$ cat src/rtl/dmem_pkg.sv
// dmem_pkg: address map, STATUS bit layout and LFSR step shared by data_mem_responder.
// The LFSR helper is only referenced when DMEM_RNG_EN is defined.
package dmem_pkg;

   localparam logic [7:0]  RAM_TOP         = 8'hEF;
   localparam int unsigned RAM_BYTES       = 240;

   localparam logic [7:0]  ADDR_NUM        = 8'hF0;
   localparam logic [7:0]  ADDR_NUM_SGN    = 8'hF1;
   localparam logic [7:0]  ADDR_NUM_CLR    = 8'hF2;
   localparam logic [7:0]  ADDR_RNG        = 8'hF3;
   localparam logic [7:0]  ADDR_BTN        = 8'hF4;
   localparam logic [7:0]  ADDR_CHAR       = 8'hF5;
   localparam logic [7:0]  ADDR_CHAR_FLUSH = 8'hF6;
   localparam logic [7:0]  ADDR_STATUS     = 8'hF7;

   localparam int unsigned STATUS_OVF_BIT   = 7;
   localparam int unsigned STATUS_FULL_BIT  = 6;
   localparam int unsigned STATUS_EMPTY_BIT = 5;

   localparam logic [7:0]  LFSR_SEED       = 8'h01;

   // Fibonacci step, taps 8,6,5,4: shift left, feedback enters bit 0.
   function automatic logic [7:0] lfsr_next(input logic [7:0] cur);
      return {cur[6:0], cur[7] ^ cur[5] ^ cur[4] ^ cur[3]};
   endfunction

endpackage

$ cat src/rtl/char_fifo.sv
// char_fifo: character output FIFO with push, pop and flush.
// A push while full is accepted only when a pop happens in the same cycle; flush beats pop.
module char_fifo
   import dmem_pkg::*;
#(
   parameter int unsigned DEPTH = 8
) (
   input  logic                    clk,
   input  logic                    rst_n,
   input  logic                    push_i,
   input  logic                    pop_i,
   input  logic                    flush_i,
   input  logic [7:0]              data_i,
   output logic                    full_o,
   output logic                    empty_o,
   output logic [$clog2(DEPTH):0]  count_o,
   output logic [7:0]              head_o
);

   localparam int unsigned AW = $clog2(DEPTH);
   localparam int unsigned CW = AW + 1;

   logic [7:0]    mem_q [DEPTH];
   logic [AW-1:0] wr_ptr_q, wr_ptr_d;
   logic [AW-1:0] rd_ptr_q, rd_ptr_d;
   logic [CW-1:0] count_q, count_d;
   logic          push_ok, pop_ok;

   assign full_o  = (count_q == CW'(DEPTH));
   assign empty_o = (count_q == '0);
   assign count_o = count_q;
   assign head_o  = mem_q[rd_ptr_q];

   assign pop_ok  = pop_i && !empty_o && !flush_i;
   assign push_ok = push_i && !flush_i && (!full_o || pop_ok);

   // NOTE: every _d signal gets its default first, so no path can leave it unassigned and infer a latch.
   always_comb begin
      wr_ptr_d = wr_ptr_q;
      rd_ptr_d = rd_ptr_q;
      count_d  = count_q;
      if (flush_i) begin
         wr_ptr_d = '0;
         rd_ptr_d = '0;
         count_d  = '0;
      end else begin
         if (push_ok) wr_ptr_d = wr_ptr_q + AW'(1);
         if (pop_ok)  rd_ptr_d = rd_ptr_q + AW'(1);
         case ({push_ok, pop_ok})
            2'b10:   count_d = count_q + CW'(1);
            2'b01:   count_d = count_q - CW'(1);
            default: ;
         endcase
      end
   end

   // NOTE: clocked state uses non-blocking (<=) so every register updates from pre-edge values.
   always_ff @(posedge clk or negedge rst_n) begin
      if (!rst_n) begin
         wr_ptr_q <= '0;
         rd_ptr_q <= '0;
         count_q  <= '0;
      end else begin
         wr_ptr_q <= wr_ptr_d;
         rd_ptr_q <= rd_ptr_d;
         count_q  <= count_d;
      end
   end

   // NOTE: storage is deliberately not reset; the pointers and count alone define which entries are valid.
   always_ff @(posedge clk) begin
      if (push_ok) mem_q[wr_ptr_q] <= data_i;
   end

endmodule

$ cat src/rtl/data_mem_responder.sv
// data_mem_responder: CPU data-bus slave with 240 B RAM, number display, buttons, char stream.
// Optional macro DMEM_RNG_EN adds the LFSR behind the RNG address; without it RNG reads return 0.
module data_mem_responder
   import dmem_pkg::*;
#(
   parameter int unsigned CHAR_DEPTH = 8
) (
   input  logic       clk,
   input  logic       async_rst_n,
   input  logic       clk_en,
   input  logic       mem_req,
   input  logic       mem_we,
   input  logic [7:0] data_address,
   input  logic [7:0] data_out,
   output logic [7:0] data_in,
   output logic [7:0] num_value,
   output logic       num_signed,
   input  logic [7:0] buttons,
   output logic       char_valid,
   output logic [7:0] char_data,
   input  logic       char_ready
);

   localparam int unsigned CNT_W = $clog2(CHAR_DEPTH) + 1;

   logic             acc_wr, acc_rd, ram_wr;
   logic [7:0]       ram_q [RAM_BYTES];
   logic [7:0]       data_in_q, data_in_d;
   logic [7:0]       num_q, num_d;
   logic             sgn_q, sgn_d;
   logic             ovf_q, ovf_d;
   logic [7:0]       btn_meta_q, btn_sync_q;
   logic             fifo_push, fifo_pop, fifo_flush, fifo_full, fifo_empty;
   logic [CNT_W-1:0] fifo_count;
   logic [7:0]       status, rng_val, rd_data;

   assign acc_wr     = clk_en && mem_req && mem_we;
   assign acc_rd     = clk_en && mem_req && !mem_we;
   assign ram_wr     = acc_wr && (data_address <= RAM_TOP);
   assign fifo_push  = acc_wr && (data_address == ADDR_CHAR);
   assign fifo_flush = acc_wr && (data_address == ADDR_CHAR_FLUSH);
   assign fifo_pop   = char_valid && char_ready && clk_en;

   char_fifo #(
      .DEPTH   (CHAR_DEPTH)
   ) u_char_fifo (
      .clk     (clk),
      .rst_n   (async_rst_n),
      .push_i  (fifo_push),
      .pop_i   (fifo_pop),
      .flush_i (fifo_flush),
      .data_i  (data_out),
      .full_o  (fifo_full),
      .empty_o (fifo_empty),
      .count_o (fifo_count),
      .head_o  (char_data)
   );

`ifdef DMEM_RNG_EN
   logic       rng_rd;
   logic [7:0] lfsr_q;

   assign rng_rd  = acc_rd && (data_address == ADDR_RNG);
   assign rng_val = lfsr_q;

   always_ff @(posedge clk or negedge async_rst_n) begin
      if (!async_rst_n)  lfsr_q <= LFSR_SEED;
      else if (rng_rd)   lfsr_q <= lfsr_next(lfsr_q);
   end
`else
   assign rng_val = 8'h00;
`endif

   always_comb begin
      status                   = '0;
      status[STATUS_OVF_BIT]   = ovf_q;
      status[STATUS_FULL_BIT]  = fifo_full;
      status[STATUS_EMPTY_BIT] = fifo_empty;
      status[3:0]              = 4'(fifo_count);
   end

   always_comb begin
      rd_data = 8'h00;
      if (data_address <= RAM_TOP) begin
         rd_data = ram_q[data_address];
      end else begin
         case (data_address)
            ADDR_RNG:    rd_data = rng_val;
            ADDR_BTN:    rd_data = btn_sync_q;
            ADDR_STATUS: rd_data = status;
            default:     ;
         endcase
      end
   end

   always_comb begin
      data_in_d = data_in_q;
      num_d     = num_q;
      sgn_d     = sgn_q;
      ovf_d     = ovf_q;
      if (acc_rd) data_in_d = rd_data;
      if (acc_wr) begin
         case (data_address)
            ADDR_NUM:     num_d = data_out;
            ADDR_NUM_SGN: sgn_d = data_out[0];
            ADDR_NUM_CLR: begin
               num_d = 8'h00;
               sgn_d = 1'b0;
            end
            default:      ;
         endcase
      end
      // A drop in the same cycle as a STATUS read must stay visible, so set wins.
      if (acc_rd && (data_address == ADDR_STATUS)) ovf_d = 1'b0;
      if (fifo_push && fifo_full && !fifo_pop)     ovf_d = 1'b1;
   end

   always_ff @(posedge clk or negedge async_rst_n) begin
      if (!async_rst_n) begin
         data_in_q <= 8'h00;
         num_q     <= 8'h00;
         sgn_q     <= 1'b0;
         ovf_q     <= 1'b0;
      end else begin
         data_in_q <= data_in_d;
         num_q     <= num_d;
         sgn_q     <= sgn_d;
         ovf_q     <= ovf_d;
      end
   end

   // The synchronizer runs on every edge; it must not stall with the CPU.
   always_ff @(posedge clk or negedge async_rst_n) begin
      if (!async_rst_n) begin
         btn_meta_q <= 8'h00;
         btn_sync_q <= 8'h00;
      end else begin
         btn_meta_q <= buttons;
         btn_sync_q <= btn_meta_q;
      end
   end

   // Writes are suppressed while reset is held, so an interrupted access never lands in RAM.
   always_ff @(posedge clk) begin
      if (ram_wr && async_rst_n) ram_q[data_address] <= data_out;
   end

   assign data_in    = data_in_q;
   assign num_value  = num_q;
   assign num_signed = sgn_q;
   assign char_valid = !fifo_empty;

endmodule

$ cat config.mk
export PLATFORM = sky130hd
export DESIGN_NAME = data_mem_responder
export DESIGN_NICKNAME = d
export VERILOG_FILES = /design/src/rtl/dmem_pkg.sv /design/src/rtl/char_fifo.sv /design/src/rtl/data_mem_responder.sv
export SDC_FILE = /design/constraint.sdc
export NUM_CORES = 2
export LEC_CHECK = 0
export ABC_AREA = 1
export CORE_MARGIN = 2
export CORE_UTILIZATION = 30
export CTS_CLUSTER_SIZE = 8
export DETAILED_ROUTE_END_ITERATION = 12
export PLACE_DENSITY = 0.52
export RECOVER_POWER = 100
export SETUP_SLACK_MARGIN = 0.2
export SYNTH_ARGS = -nofsm -noshare
export SYNTH_HDL_FRONTEND = slang
export SYNTH_SLANG_ARGS = --single-unit
$ cat constraint.sdc
create_clock -name clk -period 4.7 [get_ports clk]
set_clock_uncertainty 0.15 [all_clocks]
set_input_delay 1.41 -clock clk [delete_from_list [all_inputs] [get_ports clk]]
set_output_delay 1.41 -clock clk [all_outputs]
set_load 0.01 [all_outputs]
==> results.cfg <==
[clock_tree]
total_clock_sinks = 2028
clock-root-buffer = sky130_fd_sc_hd__clkbuf_16
cts.path.max_buffers = 4
cts-buffers-inserted = 303
tritoncts_clock_tree = done
clkSlewWorstSetupHoldPaths_ps = 50
skew_pair_late_insertion_delay_ps = 950
clock_tree.htree_level_count = 5

[routing]
first_iter_violations = 5395
postRouteAntennaNets = 0
dr_total_vias = 49950
routed_wl_mm = 238
detail_route.vias_per_cell = 4.98
drt_pass1_iterations = 6
post_drt_wl_per_cell_um = 23.8
drc = 0

[status]
failed_checks = max-capacitance violations, max-slew violations, negative setup slack
run_status = complete, but fails checks

[floorplan]
core-area_um2 = 262000
fp-row-count = 188
dieWidth_um = 517
pin_count = 56
initial_core_util = 0.301
die_footprint_um2 = 267000
die_h_um = 517

[run]
maxCapViolCount = 18

[yosys]
synth_async_reset_ratio = 0.0217
ys_warnings = 0
netlist.top_cell.by_area = sky130_fd_sc_hd__edfxtp_1
syn-instance-count = 5941
synth_edf_count = 1984
synth_cell_type_count = 40
synth.yosys.seq_area_share = 0.769
synthTopCellsByCount = sky130_fd_sc_hd__nand2_1 (2037), sky130_fd_sc_hd__edfxtp_1 (1984), sky130_fd_sc_hd__a22oi_1 (607)
avg_inst_size_synth_um2 = 13.3
syn_area_um2 = 78900
yosys.area.top_type_share = 0.756
synth.net_count = 5976
synth.top_cells.by_area = sky130_fd_sc_hd__edfxtp_1 (76%), sky130_fd_sc_hd__nand2_1 (9.7%), sky130_fd_sc_hd__a22oi_1 (5.8%)
synth_top_flop_cell = sky130_fd_sc_hd__edfxtp_1
synth.most_common_cell = sky130_fd_sc_hd__nand2_1
yosys_register_bits = 2028

[timing]
slew_violations = 1121
final-setup-viol-count = 11
slew-limit-headroom = -1.30
setup_tns_ps = -73.3
fin_crit_sh = 1.00
min_period_ps = 4720
fmax_mhz = 212
timing_worst_slew_pin_value_ps = 3450
worst_slack_ps = -20.0
grt_setup_unrepaired = true
total_count_of_hold_check_failures_in_the_final_report = 0

[grt]
grt_pass1_vias = 49458
wire_length_of_the_first_global_routing_pass_mm = 345
global_route.usage.total = 0.175
antenna_found_initial = 10
grt_overflow = 0
grt_start_max_net_pins = 100

[power]
vdd.ir_drop.worst_uv = 420
pwr_dens_nw_per_um2 = 445
leakagePower_nw = 32.3
pnr_total_power_w = 0.0416

[place]
gp_routability_congestion = 0.855
placement.io_buffers = 55
post-place-cells = 9660
detailed_place_hpwl_mm = 145

[setup_path]
critical_path_class = in -> reg
setup.worst_path.start_class = primary input
timing.critical_path.required_ps = 5160
timing.critical_path.to_type = register
worstPathArrival_ps = 5180
rrSetupSlack_ps = 1620
cp_max_fo = 15

[cells_and_area]
final_nets = 6487
final_layout_size_suffix_gt1_frac = 0.0943
num-fill-cells = 25265
layout-area-overhead-vs-synth_pct = 18.5
finalNonFillerCells = 10021

[hold_path]
min-delay-path-class = reg -> reg
-- through the flow --
step	instance area (um^2)	utilization	hold WS (ps)	setup WS (ps)
6_report	93500	0.357	201	-20.0
5_1_grt	93500	0.357	221	127
4_1_cts	94700	0.362	207	258
3_5_place_dp	86700	0.331	191	-38.3
3_3_place_gp	86700	0.331	190	-75.0
2_1_floorplan	78900	-	181	965
-- power breakdown --
| group | internal [W] | switching [W] | total [W] |
|---|---|---|---|
| logic | 0.000810 | 0.00195 | 0.00276 |
| registers | 0.0200 | 0.0000788 | 0.0200 |
| clock network | 0.0116 | 0.00724 | 0.0188 |
-- sequential cells by signal (all words and copies together), names as in the netlist --
signal / count
btn_meta_q: 8
u_char_fifo.mem_q: 64
data_in: 8
num_value: 8
u_char_fifo.rd_ptr_q: 3
u_char_fifo.count_o: 4
num_signed: 1
u_char_fifo.wr_ptr_q: 3
ovf_q: 1
btn_sync_q: 8
ram_q: 1920
-- routing by layer --
layer  GRT usage  up-vias  routed length (um)
li1            -    22371                   -
met1       0.243    25296              103000
met2       0.279     1957              111000
met3      0.0288      324               17000
met4      0.0577        2                7120
met5           0        -                   7
-- repair_timing --
| item | CTS | global route |
|---|---|---|
| resized for setup | 4 | 4 |
| pin swaps | 0 | 2 |
| hold buffers | 0 | 0 |
| setup endpoints to repair | 8 | 3 |
| buffers inserted | 2 | 0 |
-- area by class of cell --
class | instances | area, um^2 | share of cell area
Sequential cell | 2028 | 60700 | 0.649
Multi-Input combinational cell | 3521 | 16300 | 0.175
Clock buffer | 348 | 7860 | 0.0841
Tap cell | 3515 | 4400 | 0.0470
Timing Repair Buffer | 532 | 3840 | 0.0411
Inverter | 66 | 279 | 0.00298
Clock inverter | 8 | 88.8 | 0.000950
Antenna cell | 3 | 7.51 | 0.0000803
-- final timing paths --
path	startpoint	end	cells past startpoint
min	btn_meta_q[3]$_DFF_PN0_	btn_sync_q[3]$_DFF_PN0_	0
max reg2reg	u_char_fifo.count_o[0]$_DFFE_PN0P_	u_char_fifo.count_o[3]$_DFFE_PN0P_	12
min in group asynchronous	async_rst_n	num_value[6]$_DFFE_PN0P_	2
max in group asynchronous	async_rst_n	u_char_fifo.rd_ptr_q[0]$_DFFE_PN0P_	2
min reg2reg	btn_meta_q[3]$_DFF_PN0_	btn_sync_q[3]$_DFF_PN0_	0
max	data_address[5]	ram_q[172][5]$_DFFE_PP_	10
-- critical path, stage by stage --
cell and delay (ps):
sky130_fd_sc_hd__dlygate4sd3_1 830, sky130_fd_sc_hd__nand2_1 340, sky130_fd_sc_hd__nor2_1 310, sky130_fd_sc_hd__clkbuf_1 220, sky130_fd_sc_hd__nor2_1 100, sky130_fd_sc_hd__buf_4 230, sky130_fd_sc_hd__nand2_1 180, sky130_fd_sc_hd__dlymetal6s4s_1 1110
sky130_fd_sc_hd__nor2_1 150, sky130_fd_sc_hd__clkbuf_1 260
-- placed cells by master (no fill, tap or decap), types with 3 or more instances in the layout --
cell type	netlist	final
sky130_fd_sc_hd__a21oi_1	16	16
sky130_fd_sc_hd__a22oi_1	607	607
sky130_fd_sc_hd__a22oi_2	4	4
sky130_fd_sc_hd__a31oi_1	10	10
sky130_fd_sc_hd__buf_12	0	51
sky130_fd_sc_hd__buf_4	1	168
sky130_fd_sc_hd__clkbuf_1	103	254
sky130_fd_sc_hd__clkbuf_16	0	308
sky130_fd_sc_hd__clkbuf_2	0	46
sky130_fd_sc_hd__clkbuf_4	0	4
sky130_fd_sc_hd__clkdlybuf4s50_1	0	9
sky130_fd_sc_hd__clkinv_1	3	3
sky130_fd_sc_hd__clkinv_8	0	3
sky130_fd_sc_hd__dfrtp_1	44	43
sky130_fd_sc_hd__diode_2	0	3
sky130_fd_sc_hd__dlygate4sd3_1	0	34
sky130_fd_sc_hd__dlymetal6s4s_1	0	3
sky130_fd_sc_hd__edfxtp_1	1984	1984
sky130_fd_sc_hd__ha_1	4	4
sky130_fd_sc_hd__inv_1	57	54
sky130_fd_sc_hd__inv_6	0	4
sky130_fd_sc_hd__nand2_1	2037	2038
sky130_fd_sc_hd__nand3_1	32	32
sky130_fd_sc_hd__nand4_1	138	138
sky130_fd_sc_hd__nor2_1	534	533
sky130_fd_sc_hd__nor2_2	4	3
sky130_fd_sc_hd__nor2_4	1	3
sky130_fd_sc_hd__nor3_1	14	14
sky130_fd_sc_hd__o21ai_0	57	64
sky130_fd_sc_hd__o21ai_1	33	27
sky130_fd_sc_hd__o21bai_1	3	3
sky130_fd_sc_hd__o22ai_1	8	6
sky130_fd_sc_hd__o2bb2ai_1	3	3
sky130_fd_sc_hd__xor2_1	3	3
-- kinds of logic (layout without fill, tap and decap cells) --
logic type               after synthesis  after routing  share of synthesized area
XOR/XNOR                               4              4                   0.000444
buffers and inverters                392            954                     0.0238
AND/OR/NAND/NOR                     2767           2767                      0.138
adder cells (fa/ha/maj)                5              5                   0.000889
other                                  0              3                          0
flip-flops                          2028           2028                      0.769
AO/OA/AOI/OAI                        745            745                     0.0676
Note: power is estimated with default switching activity, not from simulation.
